<file path="src/rtl/pipe_hazard_scoreboard.sv">
// pipe_hazard_scoreboard: decode-stage stall/forward control from a scoreboard of in-flight destinations; define HAZARD_FWD_EN for forwarding, otherwise stall-only
module pipe_hazard_scoreboard #(
  parameter int DEPTH = 3,
  parameter int AW    = 5,
  parameter int LW    = 2,
  parameter int CW    = 32,
  parameter int FW    = 3
) (
  input  logic          Clk,
  input  logic          Reset,
  input  logic [AW-1:0] RsD,
  input  logic [AW-1:0] RtD,
  input  logic          UseRsD,
  input  logic          UseRtD,
  input  logic [AW-1:0] WriteRegD,
  input  logic          RegWriteD,
  input  logic [LW-1:0] LatD,
  input  logic          FlushD,
  output logic          Stall,
  output logic [FW-1:0] FwdA,
  output logic [FW-1:0] FwdB,
  output logic [CW-1:0] StallCount
);
`ifdef HAZARD_FWD_EN
  localparam bit FWD_EN = 1'b1;
`else
  localparam bit FWD_EN = 1'b0;
`endif
  localparam int MAXL = DEPTH - 1;
  logic [DEPTH-1:0] valid_q, valid_d;
  logic [AW-1:0] dest_q [DEPTH];
  logic [AW-1:0] dest_d [DEPTH];
  logic [LW-1:0] lat_q [DEPTH];
  logic [LW-1:0] lat_d [DEPTH];
  logic [CW-1:0] cnt_q, cnt_d;
  logic [1:0][AW-1:0] src;
  logic [1:0] use_s, haz;
  logic [1:0][FW-1:0] fwd;
  assign src   = {RtD, RsD};
  assign use_s = {UseRtD, UseRsD};
  // per source, the youngest matching entry decides; scanning oldest-first lets it overwrite older matches
  always_comb begin
    haz = '0;
    fwd = '0;
    for (int s = 0; s < 2; s++)
      for (int i = DEPTH - 1; i >= 0; i--)
        if (use_s[s] && src[s] != '0 && valid_q[i] && dest_q[i] == src[s]) begin
          haz[s] = !FWD_EN || i < int'(lat_q[i]);
          fwd[s] = haz[s] ? '0 : FW'(i + 1);
        end
  end
  assign Stall      = !Reset && !FlushD && |haz;
  assign FwdA       = (Stall || Reset) ? '0 : fwd[0];
  assign FwdB       = (Stall || Reset) ? '0 : fwd[1];
  assign StallCount = cnt_q;
  // shift the scoreboard toward WB; a stalled or flushed decode slot enters as a bubble
  always_comb begin
    valid_d  = {valid_q[DEPTH-2:0], !Stall && !FlushD && RegWriteD && WriteRegD != '0};
    dest_d[0] = WriteRegD;
    lat_d[0]  = (int'(LatD) > MAXL) ? LW'(MAXL) : LatD;
    for (int i = 1; i < DEPTH; i++) begin
      dest_d[i] = dest_q[i-1];
      lat_d[i]  = lat_q[i-1];
    end
    cnt_d = (Stall && !(&cnt_q)) ? cnt_q + CW'(1) : cnt_q;
  end
  // valid bits and stall counter clear on reset
  always_ff @(posedge Clk) begin
    if (Reset) begin
      valid_q <= '0;
      cnt_q   <= '0;
    end else begin
      valid_q <= valid_d;
      cnt_q   <= cnt_d;
    end
  end
  // payload fields are qualified by valid, so they need no reset
  always_ff @(posedge Clk) begin
    dest_q <= dest_d;
    lat_q  <= lat_d;
  end
endmodule

</file>
<file path="config.mk">
export PLATFORM = sky130hd
export DESIGN_NAME = pipe_hazard_scoreboard
export DESIGN_NICKNAME = d
export VERILOG_FILES = /design/src/rtl/pipe_hazard_scoreboard.sv
export SDC_FILE = /design/constraint.sdc
export NUM_CORES = 1
export LEC_CHECK = 0
export CORE_ASPECT_RATIO = 1.1
export CORE_MARGIN = 3
export CORE_UTILIZATION = 49
export CTS_CLUSTER_DIAMETER = 30
export CTS_CLUSTER_SIZE = 16
export DETAILED_ROUTE_END_ITERATION = 8
export GPL_TIMING_DRIVEN = 1
export PLACE_DENSITY = 0.8
export RECOVER_POWER = 25
export SLEW_MARGIN = 10
export SYNTH_ARGS = -nofsm -noshare
export SYNTH_HDL_FRONTEND = slang
export SYNTH_SLANG_ARGS = --single-unit
</file>
<file path="constraint.sdc">
create_clock -name Clk -period 2.75 [get_ports Clk]
set_input_delay 0.55 -clock Clk [delete_from_list [all_inputs] [get_ports Clk]]
set_output_delay 0.55 -clock Clk [all_outputs]
set_load 0.1 [all_outputs]
</file>
# Yosys cells after proc, flatten, opt, wreduce, memory -nomap -nowiden
# Cells that the tools add are included.
[op_classes]
addsub = 1
eq_ne = 6
n_mux = 6
n_reduce_logical = 29
[ops]
columns = ["op", "count"]
rows = [
  ["$add A32 B1 Y32 const B", 1],
  ["$reduce_and A32 Y1", 1],
  ["$eq A5 B5 Y1", 6],
  ["$logic_and A1 B1 Y1", 20],
  ["$reduce_bool A5 Y1", 3],
  ["$mux W1", 6],
  ["$logic_not A1 Y1", 4],
  ["$reduce_or A2 Y1", 1],
]
[totals]
reg_bits = 50
input_bits = 23
out_inout_bits = 39

# Longest topological paths before layout
# Gate-level depths: netlist (run 1).
[depth]
ltp_word = 13
ltp_mapped = 9
mapped_depth_nobuf = 8

# Least setup slack after synthesis (run 1)
# Ideal clock, no wire load.
[synth_timing]
path_kind = "register to register"
start = "register cnt_q[9], in the netlist StallCount[9]"
end = "register cnt_q[15], in the netlist StallCount[15]"
arrival_ns = 2.897
path_slack_ns = -0.268
stages_incl_launch_ff = 10
synth_period_minus_slack_ns = 3.018
path_cell_list = "dfxtp_1 -> nand4_2 -> nor3_1 -> nand3_1 -> nor3_4 -> nand2b_2 -> and2_1 -> buf_2 -> and3_1 -> mux2_4"
[synth_via]
elab_chain_len = 3
word_cells_on_any_way = 4
[synth_lines]
columns = ["element", "line_no", "source"]
rows = [
  ["start, declared", "35", "logic [CW-1:0] cnt_q, cnt_d;"],
  ["start signal, assigned", "74", "cnt_q <= cnt_d;"],
  ["parallel branches: the longest is 3 deep, another holds $add A32 B1 Y32", "n/a", ""],
]
# Parallel ways; which one is timed is not known.
# A chain may end at the register's enable or synchronous reset.

# Final worst setup path (run 1)
[layout_timing]
start = "input port RsD[1]"
end = "output port Stall"
[layout_via]
elab_chain_len = 9
word_cells_on_any_way = 16
[layout_lines]
columns = ["element", "line_no", "source"]
rows = [
  ["start, declared", "11", "input logic [AW-1:0] RsD,"],
  ["$reduce_bool A5 Y1", "47", "if (use_s[s] && src[s] != '0 && valid_q[i] && dest_q[i] == src[s]) begin"],
  ["$logic_and A1 B1 Y1 (3 in series)", "47", ""],
  ["$mux W1 (2 in series)", "47", ""],
  ["$mux W1 *", "47", ""],
  ["$reduce_or A2 Y1 *", "52", "assign Stall = !Reset && !FlushD && |haz;"],
  ["$logic_and A1 B1 Y1 *", "52", ""],
  ["end, declared", "19", "output logic Stall,"],
]
# Every way passes the cells marked *; elsewhere a longest branch is shown, timed or not.

==> impl_metrics.json, run 1 <==
{
  "ys_warn_count": 0,
  "hpwl_mm": 4.31,
  "insertion_delay_ps": 310,
  "synth_seq_cells": 50,
  "drive_above_1_share_pct": 29.2,
  "syn2layout_area_growth_pct": 32.7,
  "drtPass1Iterations": 4,
  "timing.fmax_ghz": 0.368,
  "clk_path_buf_depth": 2,
  "wl_mm": 6.04,
  "path_clk_slew_ps": 100,
  "finalWeightedCongestion": 0.878,
  "synth_top_family_by_area": "simple AND/OR/NAND/NOR gates",
  "cp.required_ps": 2200,
  "fin_crit_sh_pct": 98.9,
  "hold_viol": 0,
  "drtIter0Drc": 139,
  "hp-start": "dest_d[3]",
  "synth-compound-area-share_pct": 9.91,
  "crit_path_start": "RsD[1]",
  "avgSynthCellArea_sq_um": 8.95,
  "synth_cell_type_count": 42,
  "fin_area_sq_um": 3220,
  "die-area_sq_um": 5830,
  "netlist_area_sq_um": 2420,
  "grt_pass1_wl_mm": 9.80,
  "grt_pass1_vias": 2188,
  "netlist.area_leader.share_pct": 41.3,
  "placed_cell_area_sq_um": 3040,
  "dieWidth_um": 73.1,
  "r2r_start": "dest_q[3]",
  "vias_per_cell": 5.51,
  "drv_cap": 0,
  "n_antenna_cell": 0,
  "muxShareOfSynthArea_pct": 1.08,
  "hold_buffers": 0,
  "cts_tree": "built",
  "relSlewSlack_pct": 22.1,
  "finalSetupViolations": 0,
  "timing.setup.tns_ps": 0,
  "hp-class": "reg2reg",
  "crit_fanout": 4,
  "track_usage_pct": 21.1,
  "synthAdderAreaFrac_pct": 0.516,
  "cp-end-kind": "output port",
  "fin_nets": 365,
  "pwr_density_cell_nw_per_um2": 470,
  "drv_slew": 0,
  "io_buffers": 53,
  "skew_ps": 9.44,
  "h-tree-depth": 2,
  "yosys.area_share.simple_pct": 26.9,
  "synth_area_leaders": "dfxtp_1 (41%), xor2_1 (12%), nand3_1 (4.7%)",
  "ir_drop_mv": 0.275,
  "die_h_um": 79.8,
  "synth_top_area_cell": "dfxtp_1",
  "postRouteAntennaNets": 0,
  "via_count": 2192,
  "synth-seq-area-share_pct": 41.3,
  "drc": 0,
  "p_total_w": 0.00151,
  "tightest_slew_ps": 1170,
  "design.portCount": 62,
  "antenna_found_initial": 0,
  "wl_per_cell_um": 15.2,
  "synth_cells": 271,
  "cp-start-kind": "primary input",
  "p_leak_nw": 1.30,
  "core_sq_um": 4720,
  "cp.arrival_ps": 2170,
  "critPathKind": "in2out",
  "cts_sinks": 50,
  "start_util_pct": 51.4,
  "grt_max_degree": 36,
  "cts_root_buf": "clkbuf_8",
  "period_minus_slack_ps": 2720,
  "cts_buffers": 5,
  "synth_xor_area_share_pct": 15.5,
  "hold_ws_ps": 398,
  "rows": 26,
  "status": "finished clean",
  "overflow": 0
}
==> repair_timing <==
item | in CTS | in global routing
pin swaps | 9 | 11
gates resized for setup | 20 | 23
setup endpoints to repair | 9 | 1
buffers inserted | 1 | 1
==> critical path, cell delays in order <==
cell,delay [ps]
clkdlybuf4s15_1,230
xor2_1,190
nor4_2,330
nand3_1,130
a31o_1,240
a21boi_4,180
buf_6,140
buf_12,170
==> registers in the layout, indices dropped and copies added, names as in the netlist <==
signal / cells
StallCount: 32
dest_d: 10
dest_q: 5
valid_q: 3
==> cells by family (layout without fill, tap and decap cells) <==
logic type                 Yosys count  after routing
AOI/OAI and AO/OA                   36             36
xor gates and xnor gates            43             43
adders and majority gates            1              1
buffers and inverters               21             87
DFF                                 50             50
muxes                                2              2
other                                1              6
and+or+nand+nor                    117            117
==> cell type report <==
class | count | area, sq um
multi-input cells | 205 | 1380
well taps | 56 | 70.1
flip-flops and latches | 50 | 1020
repair buffers | 72 | 579
clock buffers | 5 | 68.8
clock inverters | 3 | 68.8
fillers | 384 | 1500
inverters | 7 | 26.3
==> Yosys cell counts <==
library cell   n
inv_1          7
xnor2_1        9
o211ai_1       4
ha_1           1
nor3_1         2
xor2_1        34
or3_1          7
conb_1         1
or4_1          7
or4b_1         1
mux2_1         1
a31o_1         1
buf_4          6
o31ai_1        3
nand3_2        2
nor3_4         1
nor2b_1        4
nand2b_2       1
o41ai_1        1
mux2_4         1
a21oi_1       11
buf_6          1
o21a_1         1
nor2_1        24
o311ai_1       1
buf_2          3
a31o_2         2
nand4_2        3
a21boi_4       1
clkbuf_1       4
and2_1         1
and4_1         1
nand4_1        8
and3_1         6
dfxtp_1       50
nand3_1       23
nor4_1         8
or2_2          1
o21ai_0        9
o31a_1         1
o311ai_0       1
nand2_1       17
==> path summary, 6_finish.rpt <==
kind,to,slack [ps],depth (start not counted)
setup / recovery,Stall,30,8
hold reg to reg,dest_q[3],400,0
setup reg to reg,StallCount[13],310,10
hold / removal,dest_q[3],400,0
==> layer usage <==
layer | vias to the layer above | GRT usage, % | share of wire, %
met5 | - | 0 | 0
met4 | 0 | 5.90 | 0.91
met3 | 6 | 5.79 | 5.6
met2 | 55 | 35.9 | 50
met1 | 1042 | 25.8 | 43
li1 | 1089 | - | -
==> placed cells by master (no fill, tap or decap), types with 3 or more instances in the layout <==
cell type	Yosys	routed
a21oi_1	11	11
and3_1	6	6
buf_4	6	46
buf_6	1	3
clkbuf_1	4	3
clkbuf_2	0	5
clkbuf_8	0	5
clkdlybuf4s50_1	0	4
conb_1	1	6
dfxtp_1	50	34
dfxtp_2	0	16
dlygate4sd3_1	0	6
inv_1	7	7
nand2_1	17	17
nand3_1	23	23
nand4_1	8	8
nand4_2	3	3
nor2_1	24	24
nor2b_1	4	4
nor4_1	8	4
nor4_2	0	4
o211ai_1	4	4
o21ai_0	9	7
o31ai_1	3	3
or3_1	7	7
or4_1	7	6
xnor2_1	9	8
xor2_1	34	34
==> power by group <==
| group | internal [W] | leakage [nW] | switching, W |
|---|---|---|---|
| logic | 0.0000533 | 0.812 | 0.0000885 |
| registers | 0.000736 | 0.417 | 0.0000136 |
| clock network | 0.000364 | 0.0683 | 0.000255 |
==> metrics by stage <==
stage / setup WS [ps] / std cells / util (%)
4_1_cts: 2.85 / 397 / 68.0
3_5_place_dp: -375 / 388 / 64.4
3_3_place_gp: -338 / 388 / 64.4
2_1_floorplan: 33.4 / 276 / -
5_1_grt: -55.5 / 398 / 68.2
6_report: 30.5 / 398 / 68.2
(Power assumes the default switching activity.)
==> run 2, diff against run 1 <==
CAP_MARGIN = 20   (was default)
==> results of run 2 <==
No change in the layout: final DEF, timing and power equal those of run 1.
==> run 3, diff against run 2 <==
HOLD_SLACK_MARGIN = 0.1   (was default)
==> results of run 3 <==
No change in the layout: final DEF, timing and power equal those of run 1.
